## config.mk

```make
export PLATFORM = sky130hd
export DESIGN_NAME = arith_exec_pipe_flat
export DESIGN_NICKNAME = d
export VERILOG_FILES = /design/src/rtl/exec_pkg.sv /design/src/rtl/arith_exec_pipe_if.sv /design/src/rtl/alu.sv /design/src/rtl/arith_exec_pipe_stage.sv /design/src/rtl/arith_exec_pipe.sv /design/src/flat_wrapper.sv
export SDC_FILE = /design/constraint.sdc
export NUM_CORES = 1
export LEC_CHECK = 0
export ABC_AREA = 1
export BUFFER_PORTS_ARGS = -buffer_cell sky130_fd_sc_hd__buf_2
export CORE_MARGIN = 5
export CORE_UTILIZATION = 50
export CTS_CLUSTER_SIZE = 14
export DETAILED_ROUTE_END_ITERATION = 8
export GPL_TIMING_DRIVEN = 1
export PLACE_DENSITY = 0.77
export SLEW_MARGIN = 0
export SYNTH_ARGS = -nofsm -noshare
export SYNTH_HDL_FRONTEND = slang
export SYNTH_SLANG_ARGS = --single-unit
```

## constraint.sdc

```tcl
create_clock -name clk -period 2.25 [get_ports clk]
set_input_delay 0.225 -clock clk [delete_from_list [all_inputs] [get_ports clk]]
set_output_delay 0.225 -clock clk [all_outputs]
set_load 0.005 [all_outputs]
```

## src/rtl/exec_pkg.sv

```systemverilog
// Shared definitions for the execution pipes: default widths, ALU opcodes,
// flag bit positions and the payload packing order.
package exec_pkg;

    localparam int DATA_W     = 8;
    localparam int DEF_ROB_W  = 5;
    localparam int DEF_PREG_W = 5;
    localparam int DEF_ARCH_W = 8;
    localparam int DEF_OP_W   = 4;
    localparam int DEF_IMM_W  = 4;

    localparam int FLAG_Z = 0;
    localparam int FLAG_C = 1;
    localparam int FLAG_N = 2;
    localparam int FLAG_V = 3;

    typedef enum logic [3:0] {
        OP_ADD   = 4'd0,
        OP_SUB   = 4'd1,
        OP_AND   = 4'd2,
        OP_OR    = 4'd3,
        OP_XOR   = 4'd4,
        OP_ADDI  = 4'd5,
        OP_ADC   = 4'd6,
        OP_PASSB = 4'd7
    } alu_op_e;

    // Payload is packed MSB-first as {rob, dest, flag, result, flags, arch}.
    function automatic int payload_width(input int rob_w, input int preg_w, input int arch_w);
        return rob_w + 2 * preg_w + 2 * DATA_W + arch_w;
    endfunction

endpackage

```

## src/rtl/arith_exec_pipe_if.sv

```systemverilog
// Issue-side and completion-side handshake bundle of the arithmetic pipe.
interface arith_exec_pipe_if
    import exec_pkg::*;
#(
    parameter int STAGES = 2,
    parameter int ROB_W  = DEF_ROB_W,
    parameter int PREG_W = DEF_PREG_W,
    parameter int ARCH_W = DEF_ARCH_W,
    parameter int OP_W   = DEF_OP_W,
    parameter int IMM_W  = DEF_IMM_W
);
    localparam int OCC_W = $clog2(STAGES + 1);

    logic                in_valid;
    logic                in_ready;
    logic [OP_W-1:0]     opcode;
    logic [IMM_W-1:0]    immediate;
    logic [DATA_W-1:0]   op_a_val;
    logic [DATA_W-1:0]   op_b_val;
    logic [DATA_W-1:0]   flags_val;
    logic [ROB_W-1:0]    rob_entry;
    logic [PREG_W-1:0]   dest_reg;
    logic [PREG_W-1:0]   flag_reg;
    logic [ARCH_W-1:0]   arch_dest_regs;
    logic                flush;
    logic                out_valid;
    logic                out_ready;
    logic [ROB_W-1:0]    rob_entry_out;
    logic [PREG_W-1:0]   dest_reg_out;
    logic [PREG_W-1:0]   flag_reg_out;
    logic [DATA_W-1:0]   result_val;
    logic [DATA_W-1:0]   result_flags;
    logic [ARCH_W-1:0]   arch_dest_regs_out;
    logic [OCC_W-1:0]    occupancy;

    modport master (
        output in_valid, opcode, immediate, op_a_val, op_b_val, flags_val,
               rob_entry, dest_reg, flag_reg, arch_dest_regs, flush, out_ready,
        input  in_ready, out_valid, rob_entry_out, dest_reg_out, flag_reg_out,
               result_val, result_flags, arch_dest_regs_out, occupancy
    );

    modport slave (
        input  in_valid, opcode, immediate, op_a_val, op_b_val, flags_val,
               rob_entry, dest_reg, flag_reg, arch_dest_regs, flush, out_ready,
        output in_ready, out_valid, rob_entry_out, dest_reg_out, flag_reg_out,
               result_val, result_flags, arch_dest_regs_out, occupancy
    );

endinterface

```

## src/rtl/alu.sv

```systemverilog
// Combinational 8-bit ALU; unknown opcodes pass operand A and leave flags untouched.
module alu
    import exec_pkg::*;
#(
    parameter int OP_W  = DEF_OP_W,
    parameter int IMM_W = DEF_IMM_W
) (
    input  logic [OP_W-1:0]   opcode,
    input  logic [IMM_W-1:0]  imm,
    input  logic [DATA_W-1:0] a,
    input  logic [DATA_W-1:0] b,
    input  logic [DATA_W-1:0] f_in,
    output logic [DATA_W-1:0] q,
    output logic [DATA_W-1:0] f_out
);
    alu_op_e           w_op;
    logic [DATA_W-1:0] w_imm;
    logic [DATA_W:0]   w_sum;
    logic              w_v;
    logic              w_keep;

    assign w_op  = alu_op_e'(4'(opcode));
    assign w_imm = DATA_W'(imm);

    // Result, carry/borrow (w_sum MSB) and signed overflow for each opcode.
    always_comb begin
        w_sum  = '0;
        w_v    = 1'b0;
        w_keep = 1'b0;
        case (w_op)
            OP_ADD: begin
                w_sum = {1'b0, a} + {1'b0, b};
                w_v   = (a[DATA_W-1] == b[DATA_W-1]) && (w_sum[DATA_W-1] != a[DATA_W-1]);
            end
            OP_SUB: begin
                w_sum = {1'b0, a} - {1'b0, b};
                w_v   = (a[DATA_W-1] != b[DATA_W-1]) && (w_sum[DATA_W-1] != a[DATA_W-1]);
            end
            OP_AND:   w_sum = {1'b0, a & b};
            OP_OR:    w_sum = {1'b0, a | b};
            OP_XOR:   w_sum = {1'b0, a ^ b};
            OP_ADDI: begin
                w_sum = {1'b0, a} + {1'b0, w_imm};
                w_v   = (a[DATA_W-1] == w_imm[DATA_W-1]) && (w_sum[DATA_W-1] != a[DATA_W-1]);
            end
            OP_ADC: begin
                w_sum = {1'b0, a} + {1'b0, b} + {{DATA_W{1'b0}}, f_in[FLAG_C]};
                w_v   = (a[DATA_W-1] == b[DATA_W-1]) && (w_sum[DATA_W-1] != a[DATA_W-1]);
            end
            OP_PASSB: w_sum = {1'b0, b};
            default: begin
                w_sum  = {1'b0, a};
                w_keep = 1'b1;
            end
        endcase
    end

    // Flag byte: low nibble rewritten, high nibble always passes through.
    always_comb begin
        q     = w_sum[DATA_W-1:0];
        f_out = f_in;
        if (!w_keep) begin
            f_out[FLAG_Z] = (w_sum[DATA_W-1:0] == {DATA_W{1'b0}});
            f_out[FLAG_C] = w_sum[DATA_W];
            f_out[FLAG_N] = w_sum[DATA_W-1];
            f_out[FLAG_V] = w_v;
        end else begin
            f_out = f_in;
        end
    end

endmodule

```

## src/rtl/arith_exec_pipe_stage.sv

```systemverilog
// One pipeline slot: valid bit plus payload with clear/load/hold control.
module pipe_stage #(
    parameter int W = 8
) (
    input  logic         clk,
    input  logic         rst,
    input  logic         i_clear,
    input  logic         i_load,
    input  logic         i_valid,
    input  logic [W-1:0] i_data,
    output logic         o_valid,
    output logic [W-1:0] o_data
);
    logic         r_valid;
    logic [W-1:0] r_data;

    // Valid bit: reset and clear dominate, otherwise follow upstream when loading.
    always_ff @(posedge clk) begin
        if (rst) begin
            r_valid <= 1'b0;
        end else if (i_clear) begin
            r_valid <= 1'b0;
        end else if (i_load) begin
            r_valid <= i_valid;
        end
    end

    // Payload only captures real ops so bubbles leave the previous contents intact.
    always_ff @(posedge clk) begin
        if (rst) begin
            r_data <= '0;
        end else if (!i_clear && i_load && i_valid) begin
            r_data <= i_data;
        end
    end

    assign o_valid = r_valid;
    assign o_data  = r_data;

endmodule

```

## src/rtl/arith_exec_pipe.sv

```systemverilog
// ALU followed by a STAGES-deep elastic pipeline with flush and occupancy count,
// feeding the writeback/ROB completion bus.
module arith_exec_pipe
    import exec_pkg::*;
#(
    parameter int STAGES = 2,
    parameter int ROB_W  = DEF_ROB_W,
    parameter int PREG_W = DEF_PREG_W,
    parameter int ARCH_W = DEF_ARCH_W,
    parameter int OP_W   = DEF_OP_W,
    parameter int IMM_W  = DEF_IMM_W
) (
    input logic              clk,
    input logic              rst,
    arith_exec_pipe_if.slave bus
);
    localparam int PAY_W = payload_width(ROB_W, PREG_W, ARCH_W);
    localparam int OCC_W = $clog2(STAGES + 1);

    logic [DATA_W-1:0] w_alu_q;
    logic [DATA_W-1:0] w_alu_f;
    logic [PAY_W-1:0]  w_pay_in;
    logic [STAGES-1:0] w_valid;
    logic [STAGES-1:0] w_adv;
    logic [PAY_W-1:0]  w_pay [STAGES];
    logic              w_accept;
    logic              w_retire;
    logic [OCC_W-1:0]  r_occ;

    alu #(.OP_W(OP_W), .IMM_W(IMM_W)) u_alu (
        .opcode (bus.opcode),
        .imm    (bus.immediate),
        .a      (bus.op_a_val),
        .b      (bus.op_b_val),
        .f_in   (bus.flags_val),
        .q      (w_alu_q),
        .f_out  (w_alu_f)
    );

    assign w_pay_in = {bus.rob_entry, bus.dest_reg, bus.flag_reg,
                       w_alu_q, w_alu_f, bus.arch_dest_regs};

    for (genvar g = 0; g < STAGES; g++) begin : g_stage
        logic             w_up_valid;
        logic [PAY_W-1:0] w_up_pay;

        if (g == 0) begin : g_head
            assign w_up_valid = bus.in_valid;
            assign w_up_pay   = w_pay_in;
        end else begin : g_body
            assign w_up_valid = w_valid[g-1];
            assign w_up_pay   = w_pay[g-1];
        end

        // Slot g frees up if it or any slot below it is empty, or the output drains.
        assign w_adv[g] = bus.out_ready | ~(&w_valid[STAGES-1:g]);

        pipe_stage #(.W(PAY_W)) u_stage (
            .clk     (clk),
            .rst     (rst),
            .i_clear (bus.flush),
            .i_load  (w_adv[g]),
            .i_valid (w_up_valid),
            .i_data  (w_up_pay),
            .o_valid (w_valid[g]),
            .o_data  (w_pay[g])
        );
    end

    assign bus.in_ready  = w_adv[0] & ~bus.flush;
    assign bus.out_valid = w_valid[STAGES-1] & ~bus.flush;
    assign w_accept      = bus.in_valid & bus.in_ready;
    assign w_retire      = bus.out_valid & bus.out_ready;

    assign {bus.rob_entry_out, bus.dest_reg_out, bus.flag_reg_out,
            bus.result_val, bus.result_flags, bus.arch_dest_regs_out} = w_pay[STAGES-1];

    // Occupancy tracks the valid bits: +1 per accept, -1 per retire.
    always_ff @(posedge clk) begin
        if (rst) begin
            r_occ <= '0;
        end else if (bus.flush) begin
            r_occ <= '0;
        end else begin
            r_occ <= r_occ + OCC_W'(w_accept) - OCC_W'(w_retire);
        end
    end

    assign bus.occupancy = r_occ;

endmodule

```

## src/flat_wrapper.sv

```systemverilog
// flat-port wrapper written by rule: the top's interface ports become plain ports
module arith_exec_pipe_flat import exec_pkg::*;
#(
    parameter int STAGES = 2,
    parameter int ROB_W  = DEF_ROB_W,
    parameter int PREG_W = DEF_PREG_W,
    parameter int ARCH_W = DEF_ARCH_W,
    parameter int OP_W   = DEF_OP_W,
    parameter int IMM_W  = DEF_IMM_W
)
  (clk, rst, bus_in_valid, bus_opcode, bus_immediate, bus_op_a_val, bus_op_b_val, bus_flags_val, bus_rob_entry, bus_dest_reg, bus_flag_reg, bus_arch_dest_regs, bus_flush, bus_out_ready, bus_in_ready, bus_out_valid, bus_rob_entry_out, bus_dest_reg_out, bus_flag_reg_out, bus_result_val, bus_result_flags, bus_arch_dest_regs_out, bus_occupancy);
  arith_exec_pipe_if #(.STAGES(STAGES), .ROB_W(ROB_W), .PREG_W(PREG_W), .ARCH_W(ARCH_W), .OP_W(OP_W), .IMM_W(IMM_W)) bus_i ();
  input logic clk;
  input logic rst;
  input wire logic [$bits(bus_i.in_valid)-1:0] bus_in_valid;
  input wire logic [$bits(bus_i.opcode)-1:0] bus_opcode;
  input wire logic [$bits(bus_i.immediate)-1:0] bus_immediate;
  input wire logic [$bits(bus_i.op_a_val)-1:0] bus_op_a_val;
  input wire logic [$bits(bus_i.op_b_val)-1:0] bus_op_b_val;
  input wire logic [$bits(bus_i.flags_val)-1:0] bus_flags_val;
  input wire logic [$bits(bus_i.rob_entry)-1:0] bus_rob_entry;
  input wire logic [$bits(bus_i.dest_reg)-1:0] bus_dest_reg;
  input wire logic [$bits(bus_i.flag_reg)-1:0] bus_flag_reg;
  input wire logic [$bits(bus_i.arch_dest_regs)-1:0] bus_arch_dest_regs;
  input wire logic [$bits(bus_i.flush)-1:0] bus_flush;
  input wire logic [$bits(bus_i.out_ready)-1:0] bus_out_ready;
  output wire logic [$bits(bus_i.in_ready)-1:0] bus_in_ready;
  output wire logic [$bits(bus_i.out_valid)-1:0] bus_out_valid;
  output wire logic [$bits(bus_i.rob_entry_out)-1:0] bus_rob_entry_out;
  output wire logic [$bits(bus_i.dest_reg_out)-1:0] bus_dest_reg_out;
  output wire logic [$bits(bus_i.flag_reg_out)-1:0] bus_flag_reg_out;
  output wire logic [$bits(bus_i.result_val)-1:0] bus_result_val;
  output wire logic [$bits(bus_i.result_flags)-1:0] bus_result_flags;
  output wire logic [$bits(bus_i.arch_dest_regs_out)-1:0] bus_arch_dest_regs_out;
  output wire logic [$bits(bus_i.occupancy)-1:0] bus_occupancy;
  assign bus_i.in_valid = bus_in_valid;
  assign bus_i.opcode = bus_opcode;
  assign bus_i.immediate = bus_immediate;
  assign bus_i.op_a_val = bus_op_a_val;
  assign bus_i.op_b_val = bus_op_b_val;
  assign bus_i.flags_val = bus_flags_val;
  assign bus_i.rob_entry = bus_rob_entry;
  assign bus_i.dest_reg = bus_dest_reg;
  assign bus_i.flag_reg = bus_flag_reg;
  assign bus_i.arch_dest_regs = bus_arch_dest_regs;
  assign bus_i.flush = bus_flush;
  assign bus_i.out_ready = bus_out_ready;
  assign bus_in_ready = bus_i.in_ready;
  assign bus_out_valid = bus_i.out_valid;
  assign bus_rob_entry_out = bus_i.rob_entry_out;
  assign bus_dest_reg_out = bus_i.dest_reg_out;
  assign bus_flag_reg_out = bus_i.flag_reg_out;
  assign bus_result_val = bus_i.result_val;
  assign bus_result_flags = bus_i.result_flags;
  assign bus_arch_dest_regs_out = bus_i.arch_dest_regs_out;
  assign bus_occupancy = bus_i.occupancy;
  arith_exec_pipe #(.STAGES(STAGES), .ROB_W(ROB_W), .PREG_W(PREG_W), .ARCH_W(ARCH_W), .OP_W(OP_W), .IMM_W(IMM_W)) u_core (.clk(clk), .rst(rst), .bus(bus_i));
endmodule
```

==> results of run 1 <==
-- metrics by stage --
stage | util [%] | total power, mW
floorplan | - | 2.05
global placement | 60.1 | 2.32
detailed placement | 60.1 | 2.35
CTS | 62.0 | 3.32
global route | 62.4 | 3.51
finish | 62.4 | 3.32
-- power by group --
part | internal [mW] | switching (mW) | total, mW
Combinational | 0.314 | 0.474 | 0.788
Sequential | 1.52 | 0.0276 | 1.55
Clock | 0.420 | 0.565 | 0.986
-- logic make-up after synthesis --
family	share of synthesized area (%)
AND/OR/NAND/NOR	26.5
AO/OA/AOI/OAI	19.0
buffers and inverters	10.4
flip-flops	33.8
adder cells (fa/ha/maj)	9.74
XOR/XNOR	0.541
-- area by class of cell --
type | instances | area [µm²]
clock buffer | 9 | 124
multi-input combinational | 519 | 2750
fill | 934 | 3630
tap | 133 | 166
timing repair buffer | 151 | 891
clock inverter | 7 | 58.8
inverter | 100 | 375
sequential | 82 | 1640
-- final timing paths --
kind                                           to  slack, ns  cells after the start
min             u_core.g_stage[0].u_stage.o_valid       0.12                      3
max reg2reg  u_core.g_stage[0].u_stage.o_data[12]       0.42                      9
max           u_core.g_stage[0].u_stage.o_data[9]       0.13                     16
min reg2reg  u_core.g_stage[1].u_stage.o_data[15]       0.45                      2
-- registers in the layout, indices dropped and copies added (netlist names) --
register                        count
u_core.bus.occupancy                2
u_core.g_stage.u_stage.o_valid      2
u_core.g_stage.u_stage.o_data      78
-- layer usage --
metal  vias to the layer above  GRT usage (%)  part of all wire, %
met5                         -              0                    0
met4                         0           7.30                  2.8
met3                        34           4.72                  6.6
met2                       199           40.0                   48
met1                      2377           30.1                   43
li1                       2631              -                    -
-- cell usage in the layout (no fill, tap or decap), types with 2 or more instances in the layout --
cell type	n
sky130_fd_sc_hd__o21ai_0	83
sky130_fd_sc_hd__clkinv_1	2
sky130_fd_sc_hd__o31ai_1	2
sky130_fd_sc_hd__ha_2	2
sky130_fd_sc_hd__o211ai_1	2
sky130_fd_sc_hd__nand2_2	5
sky130_fd_sc_hd__xnor2_1	2
sky130_fd_sc_hd__inv_1	94
sky130_fd_sc_hd__ha_1	30
sky130_fd_sc_hd__clkbuf_8	9
sky130_fd_sc_hd__buf_2	102
sky130_fd_sc_hd__fa_2	2
sky130_fd_sc_hd__or2_2	4
sky130_fd_sc_hd__nor2_2	5
sky130_fd_sc_hd__a21oi_2	2
sky130_fd_sc_hd__nor2_1	76
sky130_fd_sc_hd__a21oi_1	82
sky130_fd_sc_hd__nor3_2	2
sky130_fd_sc_hd__nand3_2	2
sky130_fd_sc_hd__inv_2	4
sky130_fd_sc_hd__dfxtp_1	82
sky130_fd_sc_hd__nand2_1	136
sky130_fd_sc_hd__buf_4	48
sky130_fd_sc_hd__nand3_1	54
sky130_fd_sc_hd__o22ai_1	4
sky130_fd_sc_hd__nor3_1	2
sky130_fd_sc_hd__nand4_1	10
sky130_fd_sc_hd__inv_6	3
sky130_fd_sc_hd__nand3b_1	5
-- worst reg2reg max path: stages, from the launching register on --
cell and delay (ns):
sky130_fd_sc_hd__dfxtp_1 0.32, sky130_fd_sc_hd__inv_1 0.05, sky130_fd_sc_hd__nor2_1 0.18, sky130_fd_sc_hd__inv_1 0.09
sky130_fd_sc_hd__nor2_1 0.14, sky130_fd_sc_hd__nor2_1 0.09, sky130_fd_sc_hd__nand2_2 0.07, sky130_fd_sc_hd__buf_4 0.46
sky130_fd_sc_hd__o21ai_0 0.18, sky130_fd_sc_hd__a21oi_1 0.18
==> insert_results.sql, run 1 <==
INSERT INTO impl_metrics (metric_group, metric, value, unit) VALUES
('clocking', 'clk_transition_reported_paths', '0.09', 'ns'),
('clocking', 'clock_sinks', '82', ''),
('place', 'port_buffers', '102', ''),
('layout', 'num_antenna_cells', '0', ''),
('timing', 'slew-limit-headroom', '63.5', '%'),
('layout', 'layout-area-overhead-vs-synth', '23.8', '%'),
('critical_path', 'slowest_delay', '0.61', 'ns'),
('timing', 'timing.setup.tns', '0', 'ns'),
('drt', 'wirelength', '14300', 'µm'),
('grt', 'global_route.usage.total', '23.6', '%'),
('logic_synthesis', 'postSynthAreaPerCell', '6.66', 'µm²'),
('drt', 'postRouteAntennaNets', '0', ''),
('grt', 'antenna_violations_before_repair', '0', ''),
('layout', 'finish.net_count', '959', ''),
('place', 'finalWeightedCongestion', '1.03', ''),
('place', 'place_inst', '985', ''),
('grt', 'wire_length_of_the_first_global_routing_pass', '22500', 'µm'),
('logic_synthesis', 'synth_top_cells_by_count', '137 x sky130_fd_sc_hd__nand2_1, 95 x sky130_fd_sc_hd__inv_1, 83 x sky130_fd_sc_hd__o21ai_0, 82 x sky130_fd_sc_hd__a21oi_1, 82 x sky130_fd_sc_hd__dfxtp_1', ''),
('logic_synthesis', 'synth.cell_area', '4850', 'µm²'),
('timing', 'final.hold.worst_slack', '0.123', 'ns'),
('timing', 'setup_violations_final', '0', ''),
('place', 'dp_hpwl', '11000', 'µm'),
('run_status', 'run_status', 'complete, no violations', ''),
('critical_path', 'cpMaxStageDelayCell', 'sky130_fd_sc_hd__fa_2', ''),
('min_path', 'start_point_of_the_worst_min_delay_path', 'bus_in_valid', ''),
('floorplanning', 'io-pin-count', '103', ''),
('timing', 'fin_clk_skew', '0.00885', 'ns'),
('clocking', 'h-tree-depth', '3', ''),
('grt', 'grt_max_degree', '63', ''),
('clocking', 'post_cts.resized_instances', '0', ''),
('logic_synthesis', 'synth-seq-area-share', '33.8', '%'),
('critical_path', 'critPathTopFamily', 'adder cells', ''),
('place', 'detailed_place.area', '5790', 'µm²'),
('drt', 'via_count_normalized_by_instance_count', '5.24', ''),
('critical_path', 'critical_path_cell_by_cell', 'buf_2, ha_2, fa_2, ha_4, nand3_2, inv_2, nand3_1, nor2_2, nand2_1, nor2_1, nand2_1, a21oi_1, o21ai_0, nand2_1, nand2_1, a21oi_1', ''),
('power', 'power.ir.vdd_worst', '0.424', 'mV'),
('clocking', 'ctsLongestPathBuffers', '2', ''),
('grt', 'grt_overflow_total', '0', ''),
('critical_path', 'timing.critical_path.mode_cell', 'sky130_fd_sc_hd__nand2_1', ''),
('logic_synthesis', 'synth-main-ff-cell', 'sky130_fd_sc_hd__dfxtp_1', ''),
('layout', 'final_design_area_no_fill', '6010', 'µm²'),
('clocking', 'setup_repair_bufs_after_cts', '0', ''),
('place', 'dpl_worst_slack', '-0.188', 'ns'),
('grt', 'vias_in_the_first_global_route', '4927', ''),
('run', 'timing.max_cap.violations', '0', ''),
('timing', 'maxSlewViolCount', '0', ''),
('power', 'static-leakage-power', '3.05', 'nW'),
('critical_path', 'path_max_fanout', '3', ''),
('critical_path', 'cp_startpoint_kind', 'primary input', ''),
('logic_synthesis', 'synth.distinct_cells', '32', ''),
('timing', 'rsz0062_at_grt', 'true', ''),
('drt', 'post-route-drc-count', '0', ''),
('timing', 'hold_viol', '0', ''),
('clocking', 'tritoncts_clock_tree', 'done', ''),
('critical_path', 'critical_path_class', 'primary input to flip-flop', ''),
('floorplanning', 'starting_density_of_the_core', '50.4', '%'),
('timing', 'maxClockFrequency', '473', 'MHz'),
('logic_synthesis', 'postSynth.asyncResetShare', '0', '%'),
('logic_synthesis', 'synth.top_cell.area_share', '33.8', '%'),
('logic_synthesis', 'synth-seq-cells', '82', ''),
('floorplanning', 'chipHeight', '109', 'µm'),
('floorplanning', 'placeableCoreArea', '9640', 'µm²'),
('critical_path', 'worst-endpoint-required', '2.53', 'ns'),
('logic_synthesis', 'netlist_instances', '729', ''),
('critical_path', 'critPathBufInv', '2', ''),
('layout', 'layoutNonFillerInstCount', '1001', ''),
('logic_synthesis', 'synth_edf_count', '0', ''),
('layout', 'layout-drive-gt1-share', '22.6', '%'),
('clocking', 'clockRootBuffer', 'sky130_fd_sc_hd__clkbuf_8', ''),
('timing', 'period_needed', '2.12', 'ns'),
('logic_synthesis', 'synth_top_cells_by_area', 'sky130_fd_sc_hd__dfxtp_1 34%, sky130_fd_sc_hd__nand2_1 11%, sky130_fd_sc_hd__o21ai_0 8.6%', '');
(Power assumes the default switching activity.)
==> inputs of run 2 (changes only) <==
CAP_MARGIN = 15   (was unset)
CORE_ASPECT_RATIO = 0.75   (was unset)
CORE_UTILIZATION = 59   (was 50)
PLACE_DENSITY = 0.85   (was 0.77)
clock period = 2.65 ns   (was 2.25 ns; I/O delays follow)
==> run 2 against run 1 <==
Register-to-register slack improved by 0.18 ns. Sequential share of layout area rose by 1.5 points. Largest cell class unchanged. Via count fell by 0.97%. Total power fell by 10%.
==> insert_results.sql, run 2 (same netlist as run 1, synthesis figures left out) <==
INSERT INTO impl_metrics (metric_group, metric, value, unit) VALUES
('run_status', 'run_status', 'complete, no violations', ''),
('layout', 'num_antenna_cells', '0', ''),
('power', 'power.ir.vdd_worst', '0.503', 'mV'),
('timing', 'final.hold.worst_slack', '0.159', 'ns'),
('timing', 'fin_clk_skew', '0.00588', 'ns'),
('clocking', 'cts_inserted_buffers', '9', ''),
('drt', 'via_count_normalized_by_instance_count', '5.54', ''),
('critical_path', 'critPathTopFamily', 'adder cells', ''),
('floorplanning', 'chipHeight', '88.6', 'µm'),
('clocking', 'clockRootBuffer', 'sky130_fd_sc_hd__clkbuf_8', ''),
('place', 'dp_hpwl', '11100', 'µm'),
('run', 'timing.max_cap.violations', '0', ''),
('layout', 'highest_count_cells_in_the_layout_ignoring_fill_and_taps', '136 x sky130_fd_sc_hd__nand2_1, 102 x sky130_fd_sc_hd__buf_2, 95 x sky130_fd_sc_hd__inv_1', ''),
('clocking', 'tritoncts_clock_tree', 'done', ''),
('clocking', 'ctsLongestPathBuffers', '2', ''),
('grt', 'global_route.usage.total', '28.6', '%'),
('floorplanning', 'placeableCoreArea', '7950', 'µm²'),
('clocking', 'holdBufCountCts', '0', ''),
('power', 'static-leakage-power', '2.91', 'nW'),
('layout', 'flip_flop_count_of_the_largest_register_all_copies_and_words_added', '78', ''),
('grt', 'vias_in_the_first_global_route', '4601', ''),
('timing', 'maxSlewViolCount', '0', ''),
('critical_path', 'cp-end-kind', 'flip-flop', ''),
('critical_path', 'path_max_fanout', '4', ''),
('timing', 'rsz0062_at_grt', 'false', ''),
('clocking', 'post_cts.resized_instances', '0', ''),
('power', 'powerDensity', '523', 'nW/µm²'),
('grt', 'grt_max_degree', '63', ''),
('timing', 'timing.setup.tns', '0', 'ns'),
('floorplanning', 'num_rows', '28', ''),
('timing', 'hold_viol', '0', ''),
('clocking', 'clk_transition_reported_paths', '0.08', 'ns'),
('critical_path', 'slowest_delay', '0.54', 'ns'),
('drt', 'dr_total_vias', '5190', ''),
('layout', 'finish.net_count', '923', ''),
('min_path', 'hold_class', 'primary input to flip-flop', ''),
('grt', 'antenna_violations_before_repair', '0', ''),
('drt', 'drt-pass1-iter-count', '5', ''),
('critical_path', 'critPathBufInv', '2', ''),
('clocking', 'setup_repair_bufs_after_cts', '0', ''),
('clocking', 'h-tree-depth', '3', ''),
('timing', 'setup_violations_final', '0', ''),
('floorplanning', 'io-pin-count', '103', ''),
('drt', 'route.detailed.wl_per_inst', '15.6', 'µm'),
('layout', 'layout.cells.most_common', 'sky130_fd_sc_hd__nand2_1', ''),
('clocking', 'clock_sinks', '82', ''),
('critical_path', 'timing.critical_path.mode_cell', 'sky130_fd_sc_hd__nand2_1', ''),
('grt', 'wire_length_of_the_first_global_routing_pass', '22800', 'µm'),
('layout', 'layout-drive-gt1-share', '17.9', '%'),
('drt', 'wirelength', '14600', 'µm'),
('drt', 'detail_route.iter0.violations', '508', ''),
('drt', 'post-route-drc-count', '0', ''),
('critical_path', 'critical_path_class', 'primary input to flip-flop', ''),
('clocking', 'clkLatencyLatePin', '0.35', 'ns'),
('place', 'finalWeightedCongestion', '1.05', ''),
('floorplanning', 'die_area', '10200', 'µm²'),
('grt', 'grt_overflow_total', '0', ''),
('critical_path', 'worst-endpoint-required', '2.93', 'ns'),
('timing', 'slew-limit-headroom', '54.6', '%'),
('floorplanning', 'starting_density_of_the_core', '61.0', '%'),
('layout', 'final_design_area_no_fill', '5710', 'µm²'),
('layout', 'layout-area-overhead-vs-synth', '17.5', '%'),
('critical_path', 'cpMaxStageDelayCell', 'sky130_fd_sc_hd__fa_1', ''),
('timing', 'finalCritPeriodShare', '84.8', '%'),
('critical_path', 'worst-endpoint-arrival', '2.53', 'ns'),
('timing', 'period_needed', '2.25', 'ns'),
('critical_path', 'cp_startpoint_kind', 'primary input', ''),
('timing', 'tightestPinTransition', '0.674', 'ns'),
('drt', 'postRouteAntennaNets', '0', ''),
('timing', 'maxClockFrequency', '445', 'MHz'),
('place', 'detailed_place.area', '5470', 'µm²'),
('floorplanning', 'die_w', '115', 'µm'),
('critical_path', 'critical_path_cell_by_cell', 'buf_2, ha_1, fa_1, ha_1, nand3_1, inv_1, nand3_1, nor2_1, nand2_1, nor2_1, nand2_1, a21oi_1, o21ai_0, nand2_1, nand2_1, a21oi_1', ''),
('place', 'port_buffers', '102', '');
[run 2: worst register-to-register path, cell delays in order, from the launching register on]
cell and delay, ns:
sky130_fd_sc_hd__dfxtp_1 0.31, sky130_fd_sc_hd__inv_1 0.06, sky130_fd_sc_hd__nor2_1 0.20, sky130_fd_sc_hd__inv_1 0.09, sky130_fd_sc_hd__nor2_1 0.13, sky130_fd_sc_hd__nor2_1 0.08, sky130_fd_sc_hd__nand2_2 0.08, sky130_fd_sc_hd__clkinv_1 0.05
sky130_fd_sc_hd__buf_4 0.19, sky130_fd_sc_hd__ha_1 0.23, sky130_fd_sc_hd__xnor2_1 0.14, sky130_fd_sc_hd__or2_2 0.27, sky130_fd_sc_hd__a21oi_1 0.15
[run 2: layer usage]
metal	global-route usage (%)	routed length [µm]	part of all wire (%)	vias to the layer above
met5	0	0	0	-
met4	6.82	173	1.2	0
met1	42.1	6660	46	2355
met2	40.7	5940	41	247
met3	9.16	1810	12	19
li1	-	-	-	2569
[run 2: cell type report]
class	count	area (µm²)
clock buffers	10	128
clock inverters	6	105
fillers	658	2250
inverters	100	375
multi-input cells	519	2720
flip-flops and latches	82	1640
well taps	105	131
repair buffers	115	608
[run 2: stage by stage]
step	total power [mW]	cells	util (%)	worst slack, ns
2_1_floorplan	1.74	729	-	0.471
3_5_place_dp	1.94	921	68.8	0.0928
3_3_place_gp	1.92	921	68.8	0.158
5_1_grt	3.13	937	71.7	0.177
4_1_cts	2.98	937	71.7	0.450
6_report	2.98	937	71.7	0.404
[run 2: final timing paths]
check / start / end / slack, ns / cells past startpoint
min: bus_in_valid / u_core.g_stage[0].u_stage.o_valid / 0.16 / 3
max reg2reg: u_core.g_stage[1].u_stage.o_valid / u_core.bus.occupancy[1] / 0.60 / 12
max: bus_op_b_val[0] / u_core.g_stage[0].u_stage.o_data[9] / 0.40 / 16
min reg2reg: u_core.g_stage[0].u_stage.o_data[6] / u_core.g_stage[1].u_stage.o_data[6] / 0.46 / 2
[run 2: where the power goes]
group          total [mW]  leakage [nW]  internal [mW]  switching (mW)
Sequential           1.32         0.671           1.29          0.0244
Combinational       0.608          2.12          0.214           0.394
Clock                1.06         0.120          0.621           0.437
Total                2.98          2.91           2.13           0.855
